File: src/rtl/param_password_lock.sv
// Purpose: parametrised serial password lock (validate / set / lockdown with admin release).
// Latency: lights and counters update 1 cycle after the strobe edge that accepts a digit.
// Backpressure: none; one digit accepted per digitValid cycle, strobes coincident with clear are dropped.
// Optional feature macro: LOCKOUT_TIMER_EN (auto-release from lockdown after LOCKOUT_CYCLES cycles).
module param_password_lock #(
    parameter int unsigned              DIGIT_W        = 4,
    parameter int unsigned              LEN            = 4,
    parameter int unsigned              MAX_FAILS      = 3,
    parameter logic [LEN*DIGIT_W-1:0]   INIT_PW        = '0,
    parameter logic [LEN*DIGIT_W-1:0]   ADMIN_PW       = 16'h0129,
    parameter int unsigned              LOCKOUT_CYCLES = 1000
) (
    input  logic                             CLK,
    input  logic                             RST,
    input  logic                             setMode,
    input  logic                             digitValid,
    input  logic [DIGIT_W-1:0]               digit,
    input  logic                             clear,
    output logic                             unlockLight,
    output logic                             errorLight,
    output logic                             warningLight,
    output logic [$clog2(MAX_FAILS+1)-1:0]   failCount,
    output logic [$clog2(LEN+1)-1:0]         entryIndex
);

    localparam int unsigned PW_W = LEN * DIGIT_W;
    localparam int unsigned FW   = $clog2(MAX_FAILS + 1);
    localparam int unsigned IW   = $clog2(LEN + 1);

    typedef enum logic [2:0] {
        S_IDLE     = 3'd0,
        S_ENTER    = 3'd1,
        S_ERROR    = 3'd2,
        S_UNLOCKED = 3'd3,
        S_SET      = 3'd4,
        S_LOCKED   = 3'd5
    } state_t;

    state_t            r_state;
    logic [PW_W-1:0]   r_pw;
    logic [PW_W-1:0]   r_shadow;
    logic              r_mismatch;
    logic [IW-1:0]     r_idx;
    logic [FW-1:0]     r_fail;

    state_t            w_state_nxt;
    logic [PW_W-1:0]   w_pw_nxt;
    logic [PW_W-1:0]   w_shadow_nxt;
    logic              w_mismatch_nxt;
    logic [IW-1:0]     w_idx_nxt;
    logic [FW-1:0]     w_fail_nxt;

    logic              w_last;
    logic              w_mm;
    logic [FW-1:0]     w_fail_inc;
    logic [PW_W-1:0]   w_shadow_put;
    logic              w_timer_done;

    // Digit k lives in the slot counted from the MS end, so the first digit typed is the top slot.
    function automatic logic [DIGIT_W-1:0] f_slot(input logic [PW_W-1:0] v, input logic [IW-1:0] k);
        f_slot = '0;
        for (int j = 0; j < LEN; j++) begin
            if (k == IW'(j)) begin
                f_slot = v[(LEN-1-j)*DIGIT_W +: DIGIT_W];
            end
        end
    endfunction

    function automatic logic [PW_W-1:0] f_put(input logic [PW_W-1:0] v, input logic [IW-1:0] k,
                                              input logic [DIGIT_W-1:0] d);
        f_put = v;
        for (int j = 0; j < LEN; j++) begin
            if (k == IW'(j)) begin
                f_put[(LEN-1-j)*DIGIT_W +: DIGIT_W] = d;
            end
        end
    endfunction

`ifdef LOCKOUT_TIMER_EN
    localparam int unsigned TW = $clog2(LOCKOUT_CYCLES + 1);
    logic [TW-1:0] r_timer;

    // The final locked cycle is the one where the counter shows LOCKOUT_CYCLES-1; its closing edge releases.
    assign w_timer_done = (r_state == S_LOCKED) && (r_timer == TW'(LOCKOUT_CYCLES - 1));

    // Count cycles spent in lockdown; any exit (admin, timer, reset) restarts from zero.
    always_ff @(posedge CLK) begin
        if (!RST) begin
            r_timer <= '0;
        end else if ((r_state == S_LOCKED) && (w_state_nxt == S_LOCKED)) begin
            r_timer <= r_timer + TW'(1);
        end else begin
            r_timer <= '0;
        end
    end
`else
    assign w_timer_done = 1'b0;
`endif

    // State and datapath registers; reset discards any partial entry or shadow.
    always_ff @(posedge CLK) begin
        if (!RST) begin
            r_state    <= S_IDLE;
            r_pw       <= INIT_PW;
            r_shadow   <= '0;
            r_mismatch <= 1'b0;
            r_idx      <= '0;
            r_fail     <= '0;
        end else begin
            r_state    <= w_state_nxt;
            r_pw       <= w_pw_nxt;
            r_shadow   <= w_shadow_nxt;
            r_mismatch <= w_mismatch_nxt;
            r_idx      <= w_idx_nxt;
            r_fail     <= w_fail_nxt;
        end
    end

    // Next-state and datapath update; clear outranks a coincident strobe everywhere.
    always_comb begin
        w_state_nxt    = r_state;
        w_pw_nxt       = r_pw;
        w_shadow_nxt   = r_shadow;
        w_mismatch_nxt = r_mismatch;
        w_idx_nxt      = r_idx;
        w_fail_nxt     = r_fail;

        // idx is 0 in every state that starts a sequence, so one index serves all paths.
        w_last       = (r_idx == IW'(LEN - 1));
        w_mm         = ((r_state == S_ENTER) && r_mismatch) || (digit != f_slot(r_pw, r_idx));
        w_fail_inc   = (r_fail == FW'(MAX_FAILS)) ? r_fail : r_fail + FW'(1);
        w_shadow_put = f_put(r_shadow, r_idx, digit);

        case (r_state)
            S_IDLE, S_ERROR, S_ENTER: begin
                if (clear) begin
                    w_state_nxt    = S_IDLE;
                    w_idx_nxt      = '0;
                    w_mismatch_nxt = 1'b0;
                end else if (digitValid) begin
                    if (w_last) begin
                        w_idx_nxt      = '0;
                        w_mismatch_nxt = 1'b0;
                        if (!w_mm) begin
                            w_state_nxt = S_UNLOCKED;
                            w_fail_nxt  = '0;
                        end else begin
                            w_fail_nxt  = w_fail_inc;
                            w_state_nxt = (w_fail_inc == FW'(MAX_FAILS)) ? S_LOCKED : S_ERROR;
                        end
                    end else begin
                        w_state_nxt    = S_ENTER;
                        w_idx_nxt      = r_idx + IW'(1);
                        w_mismatch_nxt = w_mm;
                    end
                end
            end
            S_UNLOCKED, S_SET: begin
                if (clear) begin
                    w_state_nxt = (r_state == S_SET) ? S_UNLOCKED : S_IDLE;
                    w_idx_nxt   = '0;
                end else if (digitValid && ((r_state == S_SET) || setMode)) begin
                    if (w_last) begin
                        // Commit the whole new password in one edge, including this final digit.
                        w_pw_nxt    = w_shadow_put;
                        w_state_nxt = S_IDLE;
                        w_idx_nxt   = '0;
                    end else begin
                        w_shadow_nxt = w_shadow_put;
                        w_state_nxt  = S_SET;
                        w_idx_nxt    = r_idx + IW'(1);
                    end
                end
            end
            S_LOCKED: begin
                if (w_timer_done) begin
                    w_state_nxt = S_IDLE;
                    w_fail_nxt  = '0;
                    w_idx_nxt   = '0;
                end else if (digitValid && !clear) begin
                    if (digit == f_slot(ADMIN_PW, r_idx)) begin
                        if (w_last) begin
                            w_state_nxt = S_IDLE;
                            w_fail_nxt  = '0;
                            w_idx_nxt   = '0;
                        end else begin
                            w_idx_nxt = r_idx + IW'(1);
                        end
                    end else begin
                        // A wrong digit restarts the admin sequence without being reused as its first digit.
                        w_idx_nxt = '0;
                    end
                end
            end
            default: begin
                w_state_nxt = S_IDLE;
                w_idx_nxt   = '0;
            end
        endcase
    end

    // Moore light decode of the state register.
    always_comb begin
        unlockLight  = (r_state == S_UNLOCKED) || (r_state == S_SET);
        errorLight   = (r_state == S_ERROR);
        warningLight = (r_state == S_LOCKED);
    end

    assign failCount  = r_fail;
    assign entryIndex = r_idx;

endmodule

File: config.mk
export PLATFORM = sky130hd
export DESIGN_NAME = param_password_lock
export DESIGN_NICKNAME = d
export VERILOG_FILES = /design/src/rtl/param_password_lock.sv
export SDC_FILE = /design/constraint.sdc
export NUM_CORES = 1
export LEC_CHECK = 0
export ABC_AREA = 1
export BUFFER_PORTS_ARGS = -buffer_cell sky130_fd_sc_hd__buf_4
export CAP_MARGIN = 10
export CORE_AREA = 2 2 63 65
export DETAILED_ROUTE_END_ITERATION = 7
export DIE_AREA = 0 0 65 67
export PLACE_DENSITY = 0.87
export SLEW_MARGIN = 30
export SYNTH_ARGS = -nofsm -noshare
export SYNTH_HDL_FRONTEND = slang
export SYNTH_SLANG_ARGS = --single-unit
File: constraint.sdc
create_clock -name CLK -period 3.3 [get_ports CLK]
set_input_delay 0.66 -clock CLK [delete_from_list [all_inputs] [get_ports CLK]]
set_output_delay 0.66 -clock CLK [all_outputs]
set_load 0.005 [all_outputs]
Word level (Yosys, flattened, before mapping)
Index checks and enable logic that the tools add are counted.
Storage, ports and cells
  bits in latches: 0
  word-level logic and storage cells: 95
  register bits: 41
  output and inout port bits: 8
  memory bits (read-only): 0
  memories: 0
  memory bits (writable): 0
Operators by class
  order comparisons: 0
  equal/unequal tests: 20
  divide/modulo/power cells: 0
  shift-type cells: 0
  $add $sub $neg: 2
  muxes and demuxes: 46
  bitwise operators: 2
  reduce and logical (&&, ||, !) cells: 19
  multiply operators: 0
Operators with widths (number)
  two-way mux 3 bit: 18
  two-way mux 4 bit: 12
  two-way mux 2 bit: 9
  case mux 3 bit (3 select lines): 2
  == test 3 x 2 -> 1 bit (second input constant): 4
  AND reduction 4 bit: 2
  AND reduction 7 bit: 1
  == test 3 x 1 -> 1 bit (second input constant): 2
  == test 3 bit (second input constant): 2
  zero test 3 bit: 2
  inequality test 2 x 1 -> 1 bit (second input constant): 3
  inequality test 2 bit (second input constant): 3
  inequality test 3 bit (second input constant): 2
  AND reduction 5 bit: 1
  == test 2 bit (second input constant): 2
  == test 4 bit: 1
  two-way mux 1 bit: 4
  inequality test 4 bit: 1
  case mux 2 bit (2 select lines): 1
  nonzero test 2 bit: 2
  adder 3 x 1 -> 3 bit (second input constant): 1
  logical AND 1 bit: 3
  logical OR 1 bit: 3
  AND reduction 3 bit: 1
  other kinds (6): 7

Logic depth before layout (Yosys ltp)
Gate-level depths: netlist (run 1).
  word-level depth: 12
  depth in mapped cells: 18

Least setup slack after synthesis (run 1)
OpenSTA, ideal clock, no wires.
  path type: reg-to-reg
  from: reg r_idx[0] (netlist: entryIndex[0])
  to: reg r_state[0]
  cell stages (with the launch flop): 17
  required time: 3.232 ns
  arrival time: 1.736 ns
  library setup time: 0.068 ns
  buffers on the path: 1
  slack: 1.496 ns
  cell sequence: dfxtp_1 > inv_1 > ha_1 > nand2_8 > buf_6 > nand3_2 > nand2_2 > nand2_1 > nand2_1 > nand2_1 > nor2_2 > nand3_2 > nand2_1 > nand2_1 > nand2_1 > nand2_1 > a21oi_2
On the way
  cells in the longest elaborated chain, start to end: 12
  elaborated cells between the ends (all ways): 24
RTL lines
  start, declared: RTL line 43  | logic [IW-1:0] r_idx;
  start signal, assigned: RTL line 114  | r_idx <= w_idx_nxt;
  zero test 3 bit
  two-way mux 4 bit (4 in a row): RTL line 63  | if (k == IW'(j)) begin
  inequality test 4 bit: RTL line 130  | w_mm = ((r_state == S_ENTER) && r_mismatch) || (digit != f_slot(r_pw, r_idx));
  logical OR 1 bit: RTL line 130
  two-way mux 3 bit: RTL line 144  | if (!w_mm) begin
  two-way mux 3 bit: RTL line 141  | if (w_last) begin
  two-way mux 3 bit: RTL line 140  | end else if (digitValid) begin
  two-way mux 3 bit: RTL line 136  | if (clear) begin
  case mux 3 bit (3 select lines): RTL line 134  | case (r_state)
  end signal, assigned: RTL line 110  | r_state <= w_state_nxt;
  end, declared: RTL line 39  | state_t r_state;
Parallel ways exist; a longest one is shown, timed or not. The select of a mux whose other input is x is not followed.
A chain may end at the register's enable or synchronous reset.

Worst setup path after layout (run 1)
  from: reg r_idx[0] (netlist: entryIndex[0])
  to: reg r_state[1]
The elaborated chain is that of the path after synthesis.

==> results of run 1 <==
-- worst register-to-register path: cells and delay by family, from the launching register on --
kind | cells | cell delay (ns)
simple gates | 13 | 1.01
flops | 1 | 0.42
compound gates | 1 | 0.11
buf+inv | 2 | 0.15
fa+ha+maj | 1 | 0.30
-- logic make-up (layout without fill, tap and decap cells) --
logic type               Yosys count  in the layout  share of synthesized area, %
AND/OR/NAND/NOR                  154            154                          33.5
AO/OA/AOI/OAI                     69             69                          18.3
buffers and inverters             50             66                          10.5
flip-flops                        37             37                          34.6
adder cells (fa/ha/maj)            4              4                          2.34
XOR/XNOR                           2              2                         0.819
-- sequential cells by signal, summed over array words and instances, names as in the netlist --
name	cells
r_mismatch	1
r_shadow	12
r_pw	16
failCount	2
entryIndex	3
r_state	3
-- layout make-up --
class / instances / area [um2]
flip-flops and latches: 37 / 741
inverters: 41 / 156
clock inverters: 3 / 17.5
repair buffers: 17 / 128
well taps: 48 / 60.1
fillers: 324 / 1260
multi-input cells: 229 / 1170
clock buffers: 5 / 68.8
-- metrics by stage --
stage               setup WS (ns)  cell area [um2]  hold WS (ns)
floorplan                    1.50             2140         0.424
global placement             1.26             2260         0.440
detailed placement           1.25             2260         0.445
CTS                          1.26             2340         0.456
global route                0.951             2340         0.474
finish                       1.25             2340         0.456
-- worst min-delay path by stage --
stage,end,cells after the start,slack (ns)
3_5_place_dp,r_shadow[12],2,0.44
3_3_place_gp,r_shadow[12],2,0.44
5_1_grt,r_shadow[12],2,0.47
6_report,r_shadow[12],2,0.46
2_1_floorplan,r_shadow[12],2,0.42
4_1_cts,r_shadow[12],2,0.46
-- power by group through the flow --
stage	sequential (mW)	clock, mW	combinational [mW]
finish	0.466	0.310	0.198
global route	0.467	0.333	0.223
CTS	0.465	0.314	0.196
detailed placement	0.476	0	0.195
global placement	0.475	0	0.193
floorplan	0.474	0	0.152
-- layout by cell type, fill, tap and decap left out --
| master | synthesis | layout |
|---|---|---|
| nor3_2 | 2 | 2 |
| nand3_2 | 2 | 2 |
| buf_4 | 2 | 17 |
| a21oi_1 | 33 | 33 |
| clkinvlp_4 | 0 | 1 |
| nand2_8 | 1 | 1 |
| nand2_1 | 90 | 90 |
| nand3_1 | 23 | 23 |
| clkbuf_8 | 0 | 5 |
| nand2_2 | 3 | 3 |
| nor2_1 | 19 | 19 |
| o21ai_2 | 5 | 5 |
| clkinv_2 | 0 | 2 |
| inv_2 | 12 | 12 |
| o22ai_1 | 1 | 1 |
| dfxtp_1 | 37 | 37 |
| o211ai_1 | 1 | 1 |
| nor2_2 | 3 | 3 |
| o21ai_4 | 1 | 1 |
| nand2_4 | 1 | 1 |
| inv_4 | 1 | 1 |
| nor3_4 | 1 | 1 |
| xor2_1 | 2 | 2 |
| o21ai_0 | 22 | 22 |
| inv_1 | 28 | 28 |
| a21oi_2 | 3 | 3 |
| nor3_1 | 4 | 4 |
| nand4_1 | 2 | 2 |
| nor2_4 | 3 | 3 |
| o21ai_1 | 3 | 3 |
| ha_1 | 4 | 4 |
-- routing by layer --
layer,vias to the layer above,global-route usage (%)
met4,0,8.78
met3,6,4.39
met2,55,39.2
li1,1048,-
met5,-,0
met1,939,33.7
==> summary.txt, run 1 <==
Non-Filler Instances: 380
Comb power frac: 20.3%
CP delay by family, top: simple AND/OR/NAND/NOR gates
# port buffers: 16
sw frac: 31.4%
Ant. Diodes: 0
setup TNS: 0 ns
drt wl/cell: 12.8 um
Worst Tran Pin Value: 0.851 ns
Post-CTS Setup Bufs: 0
pin count of the biggest net entering global routing: 26
met3 wire length: 317 um
Yosys top cell area share: 34.6%
cts hold-fix bufs: 0
Remaining Overflow, GRT: 0
fraction of layout cells with a size suffix above 1: 19.0%
nets: 344
Worst-Skew Late Latency: 0.29 ns
Clock Pin Slew Worst Setup and Hold Paths: 0.08 ns
vias in the first global route: 1866
Slew HR: 43.2%
crit path DAT: 2.27 ns
R2R Path End: r_state[1]
leak pwr: 1.02 nW
required time worst endpoint: 3.52 ns
die area: 4360 um2
post-synthesis cell type count: 32
max cap viols: 0
Max stage delay cell, worst path: dfxtp_1
Seq pwr share: 47.8%
dpl cells: 372
r2r startpoint: entryIndex[0]
Synth Net Count: 329
initial DRC count: 119
met2 wire len: 2250 um
share of the yosys chip area belonging to registers: 34.6%
number of flops mapped to enable cells by yosys: 0
R2R Setup Slk: 1.25 ns
Die Height: 67 um
post-CTS sizing: 0
Critical Path, Cell by Cell: inv_1 -> ha_1 -> nand2_8 -> nand2_1 -> inv_1 -> nand2_1 -> nand2_1 -> nand2_1 -> nand2_1 -> nand2_1 -> nor2_2 -> nand3_2 -> nand2_1 -> nand2_1 -> nand2_1 -> nand2_1 -> a21oi_2
highest metal used: met4
Starting Density: 59.3%
endpoints failing setup: 0
Layout Skew: 0.00525 ns
Peak Freq: 487 MHz
DRC viols: 0
Yosys Warn Count: 0
Seq cells post-synth: 37
CTS max path bufs: 2
cells after synthesis: 316
antenna-violating nets left: 0
Die X: 65 um
global-route wire length before repair: 8240 um
Core Box Area: 3610 um2
CTS Buf Count: 5
Ports: 17
Rows: 22
status: finished clean
synth top area cells: dfxtp_1, nand2_1, a21oi_1, nand3_1, o21ai_0
critical path launch point type: flop
Slew Viols, Final: 0
Root Driver: clkbuf_8
most frequent cell after synthesis: nand2_1
Syn Area/Cell: 6.77 um2
Tot Pwr: 974 uW
Synth area leader: dfxtp_1
CP bufs+invs: 2
Worst Setup EP: r_state[1]
crit end category: flop
Synth Cell Area: 2140 um2
Post-synth top flop: dfxtp_1
Final Wtd Congestion: 0.946
Avg Vias per Cell: 5.39
hold path start: r_shadow[12]
gr usage total: 24.7%
internal power: 668 uW
Crit path depth: 17
Final Util: 65.0%
top post-synthesis cells by count: nand2_1, dfxtp_1, a21oi_1, inv_1, nand3_1
clock share of power: 31.9%
crit-path max cell delay: 0.42 ns
VDD IR max: 354 uV
CTS tree: done
H-tree depth: 2
RSZ-0062 raised after global routing: false
final hold vios: 0
HP Class: reg -> reg
Reg2Reg Depth: 17
Most common cell on crit path: nand2_1
Pwr Density: 415 nW/um2
fin crit share: 62.2%
Vias: 2048
Min Clock Period, post-route: 2.05 ns
crit path from: entryIndex[0]
Final HPWL DP: 3550 um
antenna violations before repair: 0
critical path type: reg -> reg
Sw Pwr: 306 uW
CP max FO: 17
clock tree sinks: 37
Layout area overhead: 9.65%
Async SR Flop Fraction: 0%
Initial DRT Pass Iterations: 4
WL met1: 2250 um
final wirelength: 4870 um
No activity file was read; power rests on OpenSTA's default activity.
==> run 2, diff against run 1 <==
--- a/config.mk
+++ b/config.mk
@@ -8,10 +8,10 @@
 export ABC_AREA = 1
 export BUFFER_PORTS_ARGS = -buffer_cell sky130_fd_sc_hd__buf_4
 export CAP_MARGIN = 10
-export CORE_AREA = 2 2 63 65
+export CORE_AREA = 2 2 67 69
 export DETAILED_ROUTE_END_ITERATION = 7
-export DIE_AREA = 0 0 65 67
-export PLACE_DENSITY = 0.87
+export DIE_AREA = 0 0 69 71
+export PLACE_DENSITY = 0.82
 export SLEW_MARGIN = 30
 export SYNTH_ARGS = -nofsm -noshare
 export SYNTH_HDL_FRONTEND = slang
==> constraint.sdc (replaced) <==
create_clock -name CLK -period 1.7 [get_ports CLK]
set_input_delay 0.34 -clock CLK [delete_from_list [all_inputs] [get_ports CLK]]
set_output_delay 0.34 -clock CLK [all_outputs]
set_load 0.005 [all_outputs]
==> summary.txt, run 2 (synthesis gave the netlist of run 1 again) <==
Worst Tran Pin Value: 0.341 ns
Slew Viols, Final: 0
Ports: 17
Root Driver: clkbuf_8
antenna violations before repair: 0
Largest register FFs: 16
Tot Pwr: 2.22 mW
Initial DRT Pass Iterations: 5
Die X: 69 um
CTS max path bufs: 2
HP Class: in -> reg
CTS Buf Count: 5
final wirelength: 5770 um
Remaining Overflow, GRT: 0
Pwr Density: 805 nW/um2
gr usage total: 23.2%
Layout area overhead: 29.0%
vias in the first global route: 2071
endpoints failing setup: 9
crit-path max cell delay: 0.37 ns
Core Box Area: 4200 um2
critical path type: reg -> reg
H-tree depth: 2
Clock Pin Slew Worst Setup and Hold Paths: 0.08 ns
initial DRC count: 184
Min Clock Period, post-route: 1.91 ns
critical path launch point type: flop
DRC viols: 0
biggest regs: r_pw: 16 flops, r_shadow: 12 flops
failing checks: setup timing
Layout Skew: 0.00711 ns
Vias: 2210
pin count of the biggest net entering global routing: 19
Final WS setup: -0.209 ns
Die Height: 71 um
die area: 4900 um2
crit end category: flop
required time worst endpoint: 1.92 ns
Final HPWL DP: 3730 um
fraction of layout cells with a size suffix above 1: 34.0%
VDD IR max: 734 uV
fin crit share: 112%
Critical Path, Cell by Cell: buf_6 -> ha_4 -> nand3_1 -> nand2_1 -> inv_1 -> nand2_1 -> nand2_2 -> nand2_2 -> nand2_1 -> nand2_1 -> nor2_2 -> nand3_4 -> nand2_2 -> nand2_1 -> nand2_1 -> nand2_1 -> a21oi_2
Worst-Skew Late Latency: 0.29 ns
global-route wire length before repair: 9130 um
status: complete, but fails checks
Most common cell on crit path: nand2_1
clock tree sinks: 37
nets: 368
fillers: 353
leak pwr: 1.18 nW
final hold slack: 0.381 ns
CP max FO: 7
Max stage delay cell, worst path: dfxtp_4
Reg with most FFs: r_pw
Rows: 24
drt wl/cell: 14.1 um
crit path DAT: 2.13 ns
Avg Vias per Cell: 5.42
# port buffers: 16
Starting Density: 50.9%
final hold vios: 0
most frequent cells in the layout: nand2_1, buf_4, dfxtp_1
Peak Freq: 524 MHz
RSZ-0062 raised after global routing: true
Final Wtd Congestion: 0.929
Ant. Diodes: 0
cts hold-fix bufs: 0
most common cell after layout, fill and taps aside: nand2_1
max cap viols: 0
CTS tree: done
Slew HR: 77.3%
antenna-violating nets left: 0
-- run 2: repair_timing --
| action | in CTS | in global routing |
|---|---|---|
| gates cloned | 0 | 1 |
| endpoints found under the setup margin | 9 | 26 |
| pin swaps | 14 | 15 |
| buffers inserted | 7 | 2 |
| gates resized for setup | 21 | 31 |
-- run 2: metal layers --
layer  wire [um]  share of wire, %  GRT usage (%)  vias up
met4         197               3.4           12.2        0
met1        2390                41           28.7     1004
li1            -                 -              -     1106
met3         332               5.8           5.41       22
met5           0                 0              0        -
met2        2850                49           37.9       78
-- run 2: final timing paths --
path | from | end | slack (ns) | depth (start not counted)
max reg2reg | entryIndex[0] | r_state[1] | -0.21 | 17
max | entryIndex[0] | r_state[1] | -0.21 | 17
min | RST | r_shadow[15] | 0.38 | 3
min reg2reg | r_shadow[13] | r_shadow[13] | 0.45 | 2
-- run 2: worst max-delay path: cells and delay by family (launching register included) --
family	cells	cell delay, ns
compound gates	1	0.13
flops	1	0.37
simple gates	13	0.97
fa+ha+maj	1	0.18
buf+inv	2	0.16
-- run 2: metrics by stage --
step	instance area (um2)	setup WS [ns]	TNS, ns	utilization (%)	instances
after global placement	2390	-0.102	-0.433	56.8	390
after detailed placement	2390	-0.214	-1.16	56.8	390
after global routing	2760	-0.374	-2.55	65.6	408
final	2760	-0.209	-1.21	65.6	408
after floorplan	2140	0.000287	0	-	316
after CTS	2620	-0.0932	-0.559	62.3	405
-- run 2: report_power, final --
part	internal, mW	leakage (nW)	switching [mW]	total [mW]
clock	0.440	0.0554	0.322	0.762
combinational	0.222	0.821	0.325	0.547
sequential	0.886	0.302	0.0254	0.911
total	1.55	1.18	0.673	2.22
-- run 2: final cells by class --
class | count | area, um2 | share of cell area [%]
clock inverter | 2 | 38.8 | 1.41
tap | 52 | 65.1 | 2.36
clock buffer | 6 | 72.6 | 2.63
multi-input combinational | 230 | 1350 | 48.8
timing repair buffer | 40 | 317 | 11.5
inverter | 41 | 166 | 6.03
sequential | 37 | 752 | 27.3
==> run 3, diff against run 2 <==
--- a/config.mk
+++ b/config.mk
@@ -11,7 +11,8 @@
 export CORE_AREA = 2 2 67 69
 export DETAILED_ROUTE_END_ITERATION = 7
 export DIE_AREA = 0 0 69 71
-export PLACE_DENSITY = 0.82
+export GPL_TIMING_DRIVEN = 0
+export PLACE_DENSITY = 0.84
 export SLEW_MARGIN = 30
 export SYNTH_ARGS = -nofsm -noshare
 export SYNTH_HDL_FRONTEND = slang
==> summary.txt, run 3 (synthesis gave the netlist of run 1 again) <==
Final WS setup: -0.164 ns
RSZ-0062 raised after global routing: true
leak pwr: 1.17 nW
Final Wtd Congestion: 0.896
clock share of power: 35.1%
clock tree sinks: 37
DRC viols: 0
Tot Pwr: 2.22 mW
initial DRC count: 167
CP max FO: 7
Starting Density: 50.9%
Core Box Area: 4200 um2
Layout Skew: 0.00736 ns
Sw Pwr: 686 uW
Peak Freq: 536 MHz
Rows: 24
Remaining Overflow, GRT: 0
failing checks: setup timing
most frequent cells in the layout: nand2_1, dfxtp_1, a21oi_1
fin crit share: 110%
Comb power frac: 23.8%
Seq pwr share: 41.1%
global-route wire length before repair: 9320 um
Critical Path, Cell by Cell: buf_6 -> ha_4 -> nand3_1 -> nand2_1 -> inv_1 -> nand2_1 -> nand2_2 -> nand2_1 -> nand2_1 -> nand2_1 -> inv_1 -> nand3_4 -> nand2_2 -> nand2_1 -> nand2_1 -> nand2_1 -> a21oi_2
crit-path max cell delay: 0.41 ns
critical path type: reg -> reg
final hold slack: 0.327 ns
Worst-Skew Late Latency: 0.30 ns
vias in the first global route: 2115
fillers: 330
sw frac: 30.9%
Most common cell on crit path: nand2_1
HP Class: in -> reg
cell depth of the worst hold path: 3
CTS Buf Count: 5
biggest regs: r_pw: 16 flops, r_shadow: 12 flops
final wirelength: 6150 um
CTS tree: done
H-tree depth: 2
Avg Vias per Cell: 5.61
internal power: 1.54 mW
Largest register FFs: 16
Reg2Reg Depth: 17
endpoints failing setup: 22
antenna violations before repair: 0
nets: 369
Slew HR: 56.9%
die area: 4900 um2
Die X: 69 um
Ant. Diodes: 0
Clock Pin Slew Worst Setup and Hold Paths: 0.08 ns
fraction of layout cells with a size suffix above 1: 34.7%
Pwr Density: 801 nW/um2
most common cell after layout, fill and taps aside: nand2_1
Vias: 2293
Min Clock Period, post-route: 1.86 ns
Die Height: 71 um
pin count of the biggest net entering global routing: 13
final hold vios: 0
status: complete, but fails checks
gr usage total: 23.6%
Initial DRT Pass Iterations: 5
required time worst endpoint: 1.86 ns
# port buffers: 16
critical path launch point type: flop
Max stage delay cell, worst path: dfxtp_4
VDD IR max: 683 uV
Final HPWL DP: 3880 um
Layout area overhead: 29.8%
CTS max path bufs: 2
Slew Viols, Final: 0
Worst Tran Pin Value: 0.647 ns
crit path DAT: 2.03 ns
max cap viols: 0
crit end category: flop
Ports: 17
Reg with most FFs: r_pw
drt wl/cell: 15.0 um
Root Driver: clkbuf_8
antenna-violating nets left: 0
-- run 3: changes by cell type in the layout (fill, tap and decap cells not counted), moves of 2 or more --
cell      change
nand3_1       +2
o21ai_1       +2
a21oi_1       -2
a21oi_2       +2
nor2_1        -5
nor2_2        +5
nand2_2       +3
nand2_1       -3
clkbuf_1      +3
buf_4        -11
buf_6         +9
o21ai_4       -2
nand3_2       -2
-- run 3: layout make-up --
class,instances,area [um2],area share [%]
sequential,37,751,27.0
multi-input combinational,229,1330,47.8
buffer,9,83.8,3.02
clock inverter,2,38.8,1.40
clock buffer,6,72.6,2.61
timing repair buffer,33,270,9.73
tap,52,65.1,2.34
inverter,41,169,6.08
-- run 3: final timing paths --
| kind | start | to | slack [ns] |
|---|---|---|---|
| worst max-delay path | entryIndex[0] | r_state[1] | -0.16 |
| worst min-delay path | RST | r_shadow[12] | 0.33 |
| worst max register to register | entryIndex[0] | r_state[1] | -0.16 |
| worst min register to register | r_shadow[13] | r_shadow[13] | 0.45 |
-- run 3: layer usage --
metal,vias up,track usage [%],share of wire (%)
met3,24,5.98,9.7
met1,1046,28.4,39
met2,126,38.0,48
li1,1097,-,-
met5,-,0,0
met4,0,14.4,3.6
-- run 3: power groups by stage --
stage               clock (mW)  sequential, mW  combinational [mW]
detailed placement           0           0.925               0.401
floorplan                    0           0.921               0.295
global placement             0           0.924               0.391
CTS                      0.789           0.911               0.467
global route             0.813           0.917               0.579
finish                   0.780           0.915               0.529
-- run 3: critical path, delay by kind of cell (launching register included) --
family                     cells  cell delay [ns]
adders and majority gates      1             0.20
buffers and inverters          3             0.22
AOI/OAI and AO/OA              1             0.05
DFF                            1             0.41
and+or+nand+nor               12             0.85
-- run 3: per-stage QoR --
stage          setup TNS, ns  setup slack, ns  area, um2  cells  utilization (%)
6_report               -1.93           -0.164       2780    409             66.0
3_5_place_dp           -2.48           -0.261       2330    384             55.4
3_3_place_gp           -1.72           -0.216       2330    384             55.4
5_1_grt                -4.30           -0.302       2780    409             66.0
2_1_floorplan              0         0.000287       2140    316                -
4_1_cts               -0.550           -0.124       2570    398             61.1
-- run 3: timing repair --
action,4_1_cts,5_1_grt
setup endpoints to repair,20,35
setup buffers,6,9
resized for setup,23,46
hold endpoints to repair,0,0
hold buffers,0,0
gates cloned,0,2
pin swaps,5,18
